[src/rtl/cnn_accel_pkg.sv]
// Shared defaults, lane index type and drain FSM encoding for the CELL_UNIT result path.
package cnn_accel_pkg;
  localparam int DATA_WIDTH_DEF = 8;
  localparam int IN_W_DEF       = 4 * DATA_WIDTH_DEF;
  localparam int LANES_DEF      = 16;
  localparam int ACC_WIDTH_DEF  = IN_W_DEF + 4;
  localparam int OUT_WIDTH_DEF  = 16;
  localparam int LANE_IDX_W     = $clog2(LANES_DEF);

  typedef logic [LANE_IDX_W-1:0] lane_idx_t;

  typedef enum logic [0:0] {
    IDLE  = 1'b0,
    DRAIN = 1'b1
  } drain_state_t;
endpackage

[src/rtl/psum_saturate.sv]
// Combinational clamp of a signed accumulator to the signed output word, with a clip flag.
// Optional ReLU ahead of the clamp when PSUM_RELU_EN is defined.
module psum_saturate
  import cnn_accel_pkg::*;
#(
  parameter int ACC_WIDTH = ACC_WIDTH_DEF,
  parameter int OUT_WIDTH = OUT_WIDTH_DEF
) (
  input  logic signed [ACC_WIDTH-1:0] i_acc,
  output logic        [OUT_WIDTH-1:0] o_word,
  output logic                        o_clip
);
  localparam logic signed [ACC_WIDTH-1:0] MAX_V =
    {{(ACC_WIDTH-OUT_WIDTH+1){1'b0}}, {(OUT_WIDTH-1){1'b1}}};
  localparam logic signed [ACC_WIDTH-1:0] MIN_V =
    {{(ACC_WIDTH-OUT_WIDTH+1){1'b1}}, {(OUT_WIDTH-1){1'b0}}};

  logic signed [ACC_WIDTH-1:0] w_val;

  always_comb begin
`ifdef PSUM_RELU_EN
    w_val = i_acc[ACC_WIDTH-1] ? '0 : i_acc;
`else
    w_val = i_acc;
`endif
    o_clip = 1'b0;
    o_word = w_val[OUT_WIDTH-1:0];
    if (w_val > MAX_V) begin
      o_word = MAX_V[OUT_WIDTH-1:0];
      o_clip = 1'b1;
    end else if (w_val < MIN_V) begin
      o_word = MIN_V[OUT_WIDTH-1:0];
      o_clip = 1'b1;
    end
  end
endmodule

[src/rtl/psum_drain_buffer.sv]
// Accumulates array result lanes across passes, snapshots final sums and drains them one
// saturated word per handshake. Define PSUM_RELU_EN to zero negative sums before the clamp.
module psum_drain_buffer
  import cnn_accel_pkg::*;
#(
  parameter int DATA_WIDTH = DATA_WIDTH_DEF,
  parameter int LANES      = LANES_DEF,
  parameter int ACC_WIDTH  = ACC_WIDTH_DEF,
  parameter int OUT_WIDTH  = OUT_WIDTH_DEF
) (
  input  logic                              Clk,
  input  logic                              rst,
  input  logic                              in_valid,
  output logic                              in_ready,
  input  logic                              in_first,
  input  logic                              in_last,
  input  logic [LANES*4*DATA_WIDTH-1:0]     in_data,
  output logic                              out_valid,
  input  logic                              out_ready,
  output logic [OUT_WIDTH-1:0]              out_data,
  output logic [$clog2(LANES)-1:0]          out_idx,
  output logic                              out_last,
  output logic                              sat_flag
);
  localparam int IN_W  = 4 * DATA_WIDTH;
  localparam int IDX_W = $clog2(LANES);
  localparam logic [IDX_W-1:0] LAST_IDX = IDX_W'(LANES - 1);

  drain_state_t r_state, w_state_next;

  logic signed [ACC_WIDTH-1:0] r_acc   [LANES];
  logic signed [ACC_WIDTH-1:0] r_drain [LANES];
  logic signed [ACC_WIDTH-1:0] w_sum   [LANES];

  logic                    r_drain_full;
  logic [IDX_W-1:0]        r_idx;
  logic [IDX_W-1:0]        w_idx_inc;
  logic [OUT_WIDTH-1:0]    r_out_data;
  logic                    r_out_clip;
  logic                    r_sat;
  logic                    w_accept;
  logic                    w_load_drain;
  logic                    w_out_fire;
  logic                    w_final;
  logic signed [ACC_WIDTH-1:0] w_sat_src;
  logic [OUT_WIDTH-1:0]    w_sat_word;
  logic                    w_sat_clip;

  // in_ready depends only on registered state, never on in_valid.
  assign in_ready     = ~r_drain_full;
  assign w_accept     = in_valid & ~r_drain_full;
  assign w_load_drain = w_accept & in_last;
  assign out_valid    = (r_state == DRAIN);
  assign w_out_fire   = out_valid & out_ready;
  assign out_last     = out_valid & (r_idx == LAST_IDX);
  assign w_final      = w_out_fire & out_last;
  assign w_idx_inc    = r_idx + 1'b1;
  assign out_idx      = r_idx;
  assign out_data     = r_out_data;
  assign sat_flag     = r_sat;

  genvar gi;
  generate
    for (gi = 0; gi < LANES; gi++) begin : g_lane
      logic signed [IN_W-1:0] w_lane;
      assign w_lane     = in_data[gi*IN_W +: IN_W];
      assign w_sum[gi]  = (in_first ? '0 : r_acc[gi]) + ACC_WIDTH'(w_lane);

      always_ff @(posedge Clk or posedge rst) begin
        if (rst) begin
          r_acc[gi]   <= '0;
          r_drain[gi] <= '0;
        end else if (w_accept) begin
          r_acc[gi] <= w_sum[gi];
          if (in_last) r_drain[gi] <= w_sum[gi];
        end
      end
    end
  endgenerate

  // The first drained word comes straight from the beat being accepted so it is valid next cycle.
  always_comb begin
    w_sat_src = r_drain[w_idx_inc];
    if (w_load_drain) w_sat_src = w_sum[0];
  end

  psum_saturate #(
    .ACC_WIDTH (ACC_WIDTH),
    .OUT_WIDTH (OUT_WIDTH)
  ) u_sat (
    .i_acc  (w_sat_src),
    .o_word (w_sat_word),
    .o_clip (w_sat_clip)
  );

  always_ff @(posedge Clk or posedge rst) begin
    if (rst) begin
      r_drain_full <= 1'b0;
      r_idx        <= '0;
      r_out_data   <= '0;
      r_out_clip   <= 1'b0;
      r_sat        <= 1'b0;
    end else begin
      if (w_accept && in_first) r_sat <= 1'b0;
      else if (w_out_fire && r_out_clip) r_sat <= 1'b1;

      if (w_load_drain) begin
        r_drain_full <= 1'b1;
        r_idx        <= '0;
        r_out_data   <= w_sat_word;
        r_out_clip   <= w_sat_clip;
      end else if (w_final) begin
        r_drain_full <= 1'b0;
        r_idx        <= '0;
        r_out_data   <= '0;
        r_out_clip   <= 1'b0;
      end else if (w_out_fire) begin
        r_idx        <= w_idx_inc;
        r_out_data   <= w_sat_word;
        r_out_clip   <= w_sat_clip;
      end
    end
  end

  always_ff @(posedge Clk or posedge rst) begin
    if (rst) r_state <= IDLE;
    else     r_state <= w_state_next;
  end

  always_comb begin
    w_state_next = r_state;
    case (r_state)
      IDLE:    if (w_load_drain) w_state_next = DRAIN;
      DRAIN:   if (w_final) w_state_next = IDLE;
      default: w_state_next = IDLE;
    endcase
  end
endmodule

[config.mk]
export PLATFORM = sky130hd
export DESIGN_NAME = psum_drain_buffer
export DESIGN_NICKNAME = d
export VERILOG_FILES = /design/src/rtl/cnn_accel_pkg.sv /design/src/rtl/psum_saturate.sv /design/src/rtl/psum_drain_buffer.sv
export SDC_FILE = /design/constraint.sdc
export NUM_CORES = 2
export LEC_CHECK = 0
export CAP_MARGIN = 20
export CORE_ASPECT_RATIO = 1.5
export CORE_MARGIN = 2
export CORE_UTILIZATION = 60
export CTS_CLUSTER_DIAMETER = 100
export DETAILED_ROUTE_END_ITERATION = 8
export PLACE_DENSITY = 0.78
export SLEW_MARGIN = 20
export SYNTH_ARGS = -nofsm -noshare
export SYNTH_HDL_FRONTEND = slang
export SYNTH_SLANG_ARGS = --single-unit
[constraint.sdc]
create_clock -name Clk -period 106.3 [get_ports Clk]
set_input_delay 21.26 -clock Clk [delete_from_list [all_inputs] [get_ports Clk]]
set_output_delay 21.26 -clock Clk [all_outputs]
set_load 0.01 [all_outputs]
== Word level (Yosys, flattened, before mapping) ==
Index checks and enable logic that the tools add are counted.
Storage, ports and cells
  output and inout bits: 24
  word-level logic and storage cells: 113
  flip-flop bits (word level): 1176
  input port bits: 518
Cells by class
  $add $sub $neg: 17
  bitwise gates (word level): 8
  $lt $le $gt $ge: 3
  reduce and logical (&&, ||, !) cells: 6
  mux-type cells: 40
  equal/unequal tests: 1
Operators by type and width (number)
  $mux 36: 19
  $add 36x36->36: 16
  $bmux 36 s4: 1
  $mux 16: 5
  $gt 36x16->1 const B: 1
  $lt 36x16->1 const B: 1
  $mux 4: 3
  $mux 1: 11
  $and 1x1->1: 5
  $ge 5x5->1 const B: 1
  $not 4->5: 1
  $add 4x1->4 const B: 1
  $eq 4x4->1 const B: 1
  $reduce_bool 2->1: 2
  $reduce_bool 3->1: 1
  $logic_and 1x1->1: 2
  $not 1->1: 2
  $pmux 1 s2: 1
  $reduce_and 2->1: 1

== Longest topological paths before layout ==
  word-level depth: 12
  gate-level depth with buffers: 18
  depth with buffers taken out: 15

== Cells and area by module ==
From an unflattened synthesis, not the netlist that was laid out.
Second synthesis, totals
  cells, all modules: 8736
  area total of the unflattened synthesis: 77451.8 sq um
Modules (own cells, without submodules)
  psum_drain_buffer: cells each 8703, seq. area each 29428.2 sq um, times used 1, area an instance 77200.3 sq um
  psum_saturate: cells each 33, seq. area each 0.0 sq um, times used 1, area an instance 251.5 sq um

== Worst setup path before layout ==
OpenSTA, ideal clock, no wires.
  kind: input -> register
  start: in in_first
  end: reg r_out_data[7] (netlist: out_data[7])
  buffers on the path: 4
  path slack: 80.881 ns
  cell stages on the path: 18
  library setup time: 0.123 ns
  required time: 106.177 ns
  data arrival time: 25.296 ns
  cells stage by stage: clkbuf_1 -> clkbuf_1 -> clkbuf_1 -> nor2b_1 -> ha_1 -> fa_1 -> a211oi_1 -> o211ai_1 -> nand4_1 -> a211oi_2 -> o21ai_0 -> or3b_2 -> or3_1 -> nor4_1 -> a41oi_2 -> buf_6 -> a211oi_1 -> o21ai_1
Between the ends
  longest elaborated chain between the ends: 9
  elaborated cells between the ends (all ways): 10
  those cells by class: add/sub (1); order compare (2); mux (7)
Ends and longest elaborated chain
  start, declared: RTL line psum_drain_buffer.sv:15  | input logic in_first,
  $mux 36 (*): RTL line psum_drain_buffer.sv:67  | assign w_sum[gi] = (in_first ? '0 : r_acc[gi]) + ACC_WIDTH'(w_lane);
  $add 36x36->36 (*): RTL line psum_drain_buffer.sv:67
  $mux 36 (*): RTL line psum_drain_buffer.sv:84  | if (w_load_drain) w_sat_src = w_sum[0];
  $lt 36x16->1: RTL line psum_saturate.sv:31  | end else if (w_val < MIN_V) begin
  $mux 16: RTL line psum_saturate.sv:31
  $mux 16 (*): RTL line psum_saturate.sv:28  | if (w_val > MAX_V) begin
  $mux 16: RTL line psum_drain_buffer.sv:117  | end else if (w_out_fire) begin
  $mux 16: RTL line psum_drain_buffer.sv:112  | end else if (w_final) begin
  $mux 16 (*): RTL line psum_drain_buffer.sv:107  | if (w_load_drain) begin
  end signal, assigned: RTL line psum_drain_buffer.sv:110  | r_out_data <= w_sat_word;
  end signal, assigned: RTL line psum_drain_buffer.sv:119  | r_out_data <= w_sat_word;
  end, declared: RTL line psum_drain_buffer.sv:38  | logic [OUT_WIDTH-1:0] r_out_data;
Every way passes the cells marked *; elsewhere a longest branch is shown, timed or not. The select of a mux whose other input is x is not followed.
A chain may end at the register's enable or synchronous reset.

== Final worst setup path ==
  start: in in_first
  end: reg r_acc[395] (netlist bit)
Between the ends
  longest elaborated chain between the ends: 2
Ends and longest elaborated chain
  $mux 36: RTL line psum_drain_buffer.sv:67
  $add 36x36->36: RTL line psum_drain_buffer.sv:67
  end signal, assigned by index: RTL line psum_drain_buffer.sv:74  | r_acc[gi] <= w_sum[gi];
  end, declared: RTL line psum_drain_buffer.sv:31  | logic signed [ACC_WIDTH-1:0] r_acc [LANES];
Every way passes these cells.

==> results by group <==
Outcome
  – Status: completed

Route
  – Via density per instance: 6.231
  – Routed WL per cell: 23.64 µm
  – Total Wirelength: 262,200 µm
  – Final ANT Viol Nets: 0
  – DRC errors left: 0
  – Initial DRC count: 5,904
  – DR vias: 69,107
  – First-pass iteration count of the detailed router: 6

Placed design
  – Hpwl dp: 199,800 µm
  – Port Buffers: 541
  – Pre-CTS WS: 78,750 ps
  – Global placer's final weighted congestion: 0.9918

GRT
  – Largest net degree at the start of global routing: 227
  – Vias in the first global route: 67,764
  – Global-route usage over all layers: 38.94%
  – First-pass GRT wire length: 395,600 µm
  – Initial antenna violation count: 24
  – Remaining Overflow, GRT: 0

Logic synthesis
  – Syn Inst Count: 8,945
  – Most common cell in the netlist: nand2_1
  – Top cells by area, synth: dfrtp_1, ha_1, o21ai_0
  – Commonest cells post-synth: nand2_1, o21ai_0, dfrtp_1, nor2b_1, ha_1
  – Synth cell types: 94
  – EDFF count, synth: 0
  – Average size of a mapped cell: 8.724 µm²
  – Synth warn: 0
  – Synth Cell Area: 78,030 µm²
  – Seq/Total Area, Yosys: 37.71%
  – Synthesized Nets: 10,040
  – Top_reg_cell synth: dfrtp_1
  – Yosys top cell area share: 37.71%
  – Register bit count reported by yosys: 1,176
  – Largest area contributor in the synthesized netlist: dfrtp_1
  – Post-synth ARST share: 100.0%

Finish
  – Share of cells above drive strength 1: 5.470%
  – Util after Layout: 68.59%
  – Nets: 10,359
  – Area delta synth->final: 13.85%

Die
  – DIE HEIGHT: 445.7 µm
  – Initial core utilization: 60.25%
  – Row count: 162
  – Core Footprint: 129,500 µm²
  – I/O Pins: 542
  – Die width: 298.5 µm
  – Die area: 133,000 µm²

Clock network
  – Post-cts repair resize count: 0
  – Num CTS Buffers: 116
  – Clk buf depth: 3
  – Clock root cell: clkbuf_16
  – CTS tree: yes
  – Clock Sinks: 1,176
  – H-Tree Depth: 3
  – Post-CTS Hold Fix Bufs: 0
  – Clk pin slew, worst setup/hold paths: 70 ps
  – Clk_lat worst skew: 750 ps
  – Setup Buffers After CTS: 0

Worst hold path
  – Worst hold path class: flip-flop to flip-flop
  – Hold Crit Start: r_acc[564]

Power
  – Gate power share: 50.3%
  – Int Pwr: 1434 µW
  – Switching power total: 1146 µW
  – Clock Power Share: 17.6%
  – PwrDens: 29.05 nW/µm²
  – Sequential share of power: 32.0%
  – Switching fraction of total power: 44.42%
  – Leak: 0.04091 µW
  – Worst ir drop on vdd: 0.01864 mV

STA
  – Max-slew violation count: 0
  – Worst slew pin tran: 1192 ps
  – Rel. slew slack: 20.30%
  – Layout Skew: 32.96 ps
  – Setup violators final: 0
  – RSZ-0062 raised after global routing: false
  – Final hold violation count: 0
  – Total negative setup slack: 0 ps
  – Final period util: 25.28%
  – Fmax: 37.22 MHz
  – Final critical-path required period: 26,870 ps
  – Final worst slack: 79,430 ps

Critical path
  – RR Startpoint: out_idx[0]
  – Critical path startpoint: in_first
  – FF-to-FF path depth: 14
  – Worst R2R Setup Slack: 99,660 ps
  – Critical Path AT: 27,490 ps
  – WP data required: 106,920 ps
  – Kind of critical path: primary input to flip-flop
  – R2r endpoint: out_data[12]
  – Startpoint class of the critical path: primary input
  – Crit path max fanout: 94
  – Critical Path End Type: flip-flop
  – CP endpoint: r_acc[395]

Run
  – Max-Cap Viols: 0
layout by cell type, fill, tap and decap left out, types with 43 or more instances in the layout:
cell type        netlist  layout
a211oi_1              81      81
a21o_1               194     194
a21oi_1              448     448
a31oi_1               47      47
and3_1                44      43
buf_4                  3      62
clkbuf_16              0     119
clkdlybuf4s50_1        0     540
dfrtp_1             1176    1175
ha_1                 561     560
inv_1                213     212
mux4_2               153     153
nand2_1             1691    1690
nand2b_1             110     110
nand3_1              190     190
nand4_1               55      55
nor2_1               318     318
nor2b_1              615     614
nor3_1               131     131
o211ai_1              48      48
o21a_1                50      50
o21ai_0             1293    1293
o21bai_1              74      74
o31ai_1               44      44
or3_1                 53      53
xnor2_1              265     264
xor2_1               252     250
through the flow:
step,hold slack [ps],instance area (µm²),power (µW),cells
final,465.2,88840,2580,11091
after global routing,486.8,88820,2722,11084
after CTS,469.6,88790,2551,11080
after detailed placement,454.6,84640,2088,10866
after global placement,445.9,84640,2051,10866
after floorplan,430.9,78030,1625,8945
worst min path at each step:
stage / end / slack, ps / depth (start not counted)
after floorplan: r_acc[564] / 430 / 2
after global placement: r_acc[564] / 450 / 2
after detailed placement: r_acc[288] / 450 / 2
after CTS: r_acc[360] / 470 / 2
after global routing: r_drain[54] / 490 / 2
final: r_acc[564] / 470 / 2
cell families after synthesis:
family | synth area share, %
adder cells (fa/ha/maj) | 9.406
XOR/XNOR | 5.845
multiplexers | 4.700
flip-flops | 37.71
buffers and inverters | 3.072
AO/OA/AOI/OAI | 19.41
AND/OR/NAND/NOR | 19.86
per-layer routing:
metal / routed length [µm] / global-route usage [%]
met3: 20730 / 7.683
met4: 22310 / 28.42
met2: 121700 / 62.99
met1: 97270 / 46.30
met5: 171 / 0
area by class of cell:
class	count	area, µm²
multi-input combinational	7148	46290
antenna	9	22.52
sequential	1176	29430
tap	1722	2155
fill	10492	40680
clock inverter	62	819.5
timing repair buffer	609	5997
clock buffer	152	3322
inverter	213	807.0
critical path: stages:
cell and delay (ps):
buf_8 490, buf_4 690, buf_4 730, buf_4 710, nor2b_1 140, ha_1 420, o21ai_0 110, a2111oi_0 880
a22oi_1 250, o2111ai_1 360, o21ai_0 140, o21ai_0 150, o41ai_1 160, a311oi_1 480, nor2_1 100, a221o_1 270
state kept, by name, indices dropped and copies added, names as in the netlist:
| register | cells |
|---|---|
| out_data | 16 |
| out_idx | 4 |
| out_valid | 1 |
| r_acc | 576 |
| r_drain | 576 |
| r_drain_full | 1 |
| r_out_clip | 1 |
| sat_flag | 1 |
power by group through the flow:
stage	sequential, µW	combinational [µW]	clock (µW)
finish	827	1300	455
global route	843	1400	475
detailed placement	824	1260	0
floorplan	752	873	0
CTS	819	1270	458
global placement	816	1230	0
Note: power is estimated with default switching activity, not from simulation.
